===== config.mk =====
export PLATFORM = sky130hd
export DESIGN_NAME = pwm_ramp_ctrl
export DESIGN_NICKNAME = d
export VERILOG_FILES = /design/src/rtl/pwm_ramp_ctrl.sv
export SDC_FILE = /design/constraint.sdc
export NUM_CORES = 1
export LEC_CHECK = 0
export CAP_MARGIN = 40
export CELL_PAD_IN_SITES_DETAIL_PLACEMENT = 0
export CELL_PAD_IN_SITES_GLOBAL_PLACEMENT = 1
export CORE_MARGIN = 2
export CORE_UTILIZATION = 47
export DETAILED_ROUTE_END_ITERATION = 8
export PLACE_DENSITY_LB_ADDON = 0.1
export SKIP_LAST_GASP = 1
export SLEW_MARGIN = 5
export SYNTH_ARGS = -nofsm -noshare
export SYNTH_HDL_FRONTEND = slang
export SYNTH_SLANG_ARGS = --single-unit

===== constraint.sdc =====
create_clock -name clock_50mhz -period 5.2 [get_ports clock_50mhz]
set_input_delay 0.52 -clock clock_50mhz [delete_from_list [all_inputs] [get_ports clock_50mhz]]
set_output_delay 0.52 -clock clock_50mhz [all_outputs]
set_load 0.02 [all_outputs]

===== src/rtl/pwm_ramp_ctrl.sv =====
// Soft-start/soft-stop sequencer for a 2-bit PWM duty select: steps one level
// per dwell period toward an accepted target, owns the output enable, and aborts at once.
module pwm_ramp_ctrl #(
  parameter int DWELL_CYCLES = 500000,
  parameter int DWELL_W      = 20
) (
  input  logic       clock_50mhz,
  input  logic       reset,
  input  logic       cmd_valid,
  input  logic [1:0] cmd_target,
  output logic       cmd_ready,
  input  logic       abort,
  output logic [1:0] duty_cycle,
  output logic       pwm_enable,
  output logic       busy,
  output logic       done
);

  typedef enum logic {IDLE, RAMP} state_t;

  localparam logic [DWELL_W-1:0] DWELL_RELOAD = DWELL_W'(DWELL_CYCLES - 1);

  state_t             state_reg;
  logic [DWELL_W-1:0] dwell_reg;
  logic [1:0]         target_reg;
  logic [1:0]         start_level;
  logic [1:0]         step_level;

  assign cmd_ready = (state_reg == IDLE) & ~abort;

  // A disabled output always restarts the ramp from the lowest level.
  always_comb begin
    start_level = pwm_enable ? duty_cycle : 2'd0;
  end

  // Direction is re-evaluated on every step; saturates at both ends.
  always_comb begin
    step_level = duty_cycle;
    if (target_reg > duty_cycle && duty_cycle != 2'd3) begin
      step_level = duty_cycle + 2'd1;
    end else if (target_reg < duty_cycle && duty_cycle != 2'd0) begin
      step_level = duty_cycle - 2'd1;
    end
  end

  always_ff @(posedge clock_50mhz) begin
    if (reset || abort) begin
      state_reg  <= IDLE;
      duty_cycle <= 2'd0;
      pwm_enable <= 1'b0;
      busy       <= 1'b0;
      done       <= 1'b0;
      dwell_reg  <= '0;
      target_reg <= 2'd0;
    end else begin
      done <= 1'b0;
      case (state_reg)
        IDLE: begin
          if (cmd_valid) begin
            pwm_enable <= 1'b1;
            duty_cycle <= start_level;
            if (cmd_target == start_level) begin
              done <= 1'b1;
            end else begin
              target_reg <= cmd_target;
              dwell_reg  <= DWELL_RELOAD;
              state_reg  <= RAMP;
              busy       <= 1'b1;
            end
          end
        end
        RAMP: begin
          if (dwell_reg != '0) begin
            dwell_reg <= dwell_reg - 1'b1;
          end else begin
            duty_cycle <= step_level;
            if (step_level == target_reg) begin
              state_reg <= IDLE;
              busy      <= 1'b0;
              done      <= 1'b1;
            end else begin
              dwell_reg <= DWELL_RELOAD;
            end
          end
        end
        default: state_reg <= IDLE;
      endcase
    end
  end

endmodule


==> metrics.txt <==
Final setup viols 0; Max Cap Viol 0; hold slack slightly below 500 ps; Clock Tree Buf Depth 2; fmax 0.349 GHz; DIE HEIGHT 65.3 um; Final Instance Area roughly 1900 um2; via count about 1600; I/O pin count 12; CTS H-tree lvls 1; CP Cell Sequence inv_1 > ha_1 > nor2b_1 > nor4b_1 > o21a_1 > o21ai_0 > a21oi_2 > a311oi_2; min cycle time layout approximately 2900 ps; top sig layer met4; drt pass-1 iters 5; Slew @ Worst Pin between 700 and 800 ps; setup TNS 0 ps; Die Width about 65 um; Worst Hold Class reg2reg; CTS root buf clkbuf_8; slowest CP cell a21oi_2; Worst path top cell family by delay compound AO/OA/AOI/OAI gates; Core Rows 22; Initial DRC Count 66; Crit Path Class reg2reg; input/output buffers 11; hold depth 2; GPL Wtd Cong 0.784; Post-DRT Antenna Nets 0; setup repair bufs after CTS 0; core footprint around 3600 um2; clk sinks 28; synthesis-to-finish area growth 9.92%; switching fraction of total power between 30% and 40%; required time of the worst setup path approximately 5300 ps; vias per inst between 6 and 7; post-synth top area share about a third; R2R cell count 8; Crit path largest cell delay around 600 ps; Gate Count Post-Synth between 200 and 250; Avg Cell Area, Syn between 8 and 9 um2; Largest register FFs 20; Hold Fails Final Rpt 0; Pint 0.334 mW; Metal-1 WL roughly 1900 um; GRT overflow 0; largest net degree at the start of global routing 21; crit path DAT about 3000 ps; Gate power share roughly a quarter; Leak between 0.6 and 0.7 nW; fin. max-slew vios 0; crit-path max FO 12; Setup WS pre-CTS 2350 ps; cts hold-fix bufs 0; CP Capture Type flop; ys flop type dfxtp_1; HPWL after DPL just over 3000 um; placed cell areas 1890 um2; fin nets roughly 240; synth cell count leaders dfxtp_1 (28), nor2_1 (26), nand2_1 (17); full die area around 4300 um2; post-synth cell types 57; wirelength, routed ~4300 um; RSZ-0062 raised after global routing no; post-synthesis register bit count 28; hold_sp busy; clk_skew between 6 and 7 ps; wire length on met3 ~150 um; Syn Nets about 230; post-route DRC violation count 0; CP Launch Point duty_cycle[1]; EDFF count, synth 0; mean routed wirelength per cell 15.7 um; global-route wire length before repair about 7600 um; top post-synthesis cells by area dfxtp_1 (32%), nor2_1 (5.5%), ha_1 (4.3%); Initial Utilization between 40% and 50%; CTS tree done; gr usage total 22.8%; vias in the first global route between 1500 and 2000; crit start category flop; Tcrit/Tclk final between 50% and 60%; most frequent cell after synthesis dfxtp_1; met2 routed WL between 2000 and 2500 um; buffer and inverter count on the worst path 1; clock power share slightly below 30%; sequential area share after synthesis between 30% and 40%; NetSw around 0.15 mW; final total power ~0.49 mW; Crit path depth 8; initial antenna violation count 0; Critical R2R Launch duty_cycle[1]; Final WS setup approximately 2300 ps; number of CTS-inserted buffers 3; ANT cells 0; Flop pwr share 47.7%; Post-synth ARST share 0%; Max-slew headroom 51.8%; maximum VDD drop between 0.1 and 0.15 mV; leading area contributor after synthesis dfxtp_1; CTS resizes 0; yosys warns 0; Worst-path clk slew roughly 100 ps; PwrDens between 200 and 300 nW/um2; share of layout cells above drive strength 1 under 10%; status complete, no violations; worst-skew pair later-pin latency between 200 and 300 ps; Syn Std Cell Area approximately 1800 um2
-- layer usage --
| metal | vias to the layer above | track usage (%) |
|---|---|---|
| met5 | - | 0 |
| met4 | 0 | 6.25 |
| met3 | 4 | 2.05 |
| met2 | 28 | 40.9 |
| met1 | 792 | 29.2 |
| li1 | 814 | - |
-- metrics by stage --
stage / utilization [%] / cells
2_1_floorplan: - / 214
3_3_place_gp: 51.6 / 266
3_5_place_dp: 51.9 / 267
4_1_cts: 53.4 / 271
5_1_grt: 53.4 / 271
6_report: 53.4 / 271
-- layout make-up --
cell class	instances	area (um2)
multi-input cells	167	1100
fillers	380	1690
repair buffers	12	121
well taps	48	60.1
clock buffers	4	55.1
flip-flops and latches	28	561
inverters	12	45.0
-- layout by cell type, fill, tap and decap left out, types with 2 or more instances in the layout --
master,netlist,routed
a211oi_1,2,2
a21oi_1,12,12
a311oi_1,3,3
a311oi_2,2,2
a31oi_1,6,6
and2_2,2,2
and3_1,2,2
clkbuf_8,0,4
clkdlybuf4s50_1,0,11
dfxtp_1,28,28
ha_1,6,6
inv_1,12,12
mux2i_1,3,3
nand2_1,17,17
nand3_1,5,5
nand4_1,3,3
nor2_1,26,26
nor2b_1,4,4
nor3_1,9,9
nor4_1,4,4
o211ai_1,2,2
o21a_1,7,7
o21ai_0,15,15
or3_1,4,4
xnor2_1,2,2
xor2_1,2,2
-- power by group through the flow --
stage	clock (mW)	combinational (mW)	sequential [mW]
5_1_grt	0.150	0.128	0.235
4_1_cts	0.140	0.114	0.233
3_5_place_dp	0	0.113	0.238
3_3_place_gp	0	0.111	0.238
2_1_floorplan	0	0.0895	0.237
6_report	0.141	0.114	0.233
-- cells by family after synthesis --
family | synth area share (%)
buffers and inverters | 6.02
and+or+nand+nor | 26.2
xor gates and xnor gates | 1.98
DFF | 31.8
adders and majority gates | 4.25
AOI/OAI and AO/OA | 28.1
muxes | 1.70
-- worst reg2reg max path: cells and delay by family, from the launching register on --
family	cells	cell delay, ps
buffers and inverters	1	140
adder cells (fa/ha/maj)	1	330
AND/OR/NAND/NOR	2	610
flip-flops	1	470
AO/OA/AOI/OAI	4	1160
-- worst paths after layout --
kind / endpoint / slack [ps]
setup / recovery: dwell_reg[12] / 2340
setup reg to reg: dwell_reg[12] / 2340
hold / removal: busy / 490
hold reg to reg: busy / 490
Note: power is estimated with default switching activity, not from simulation.
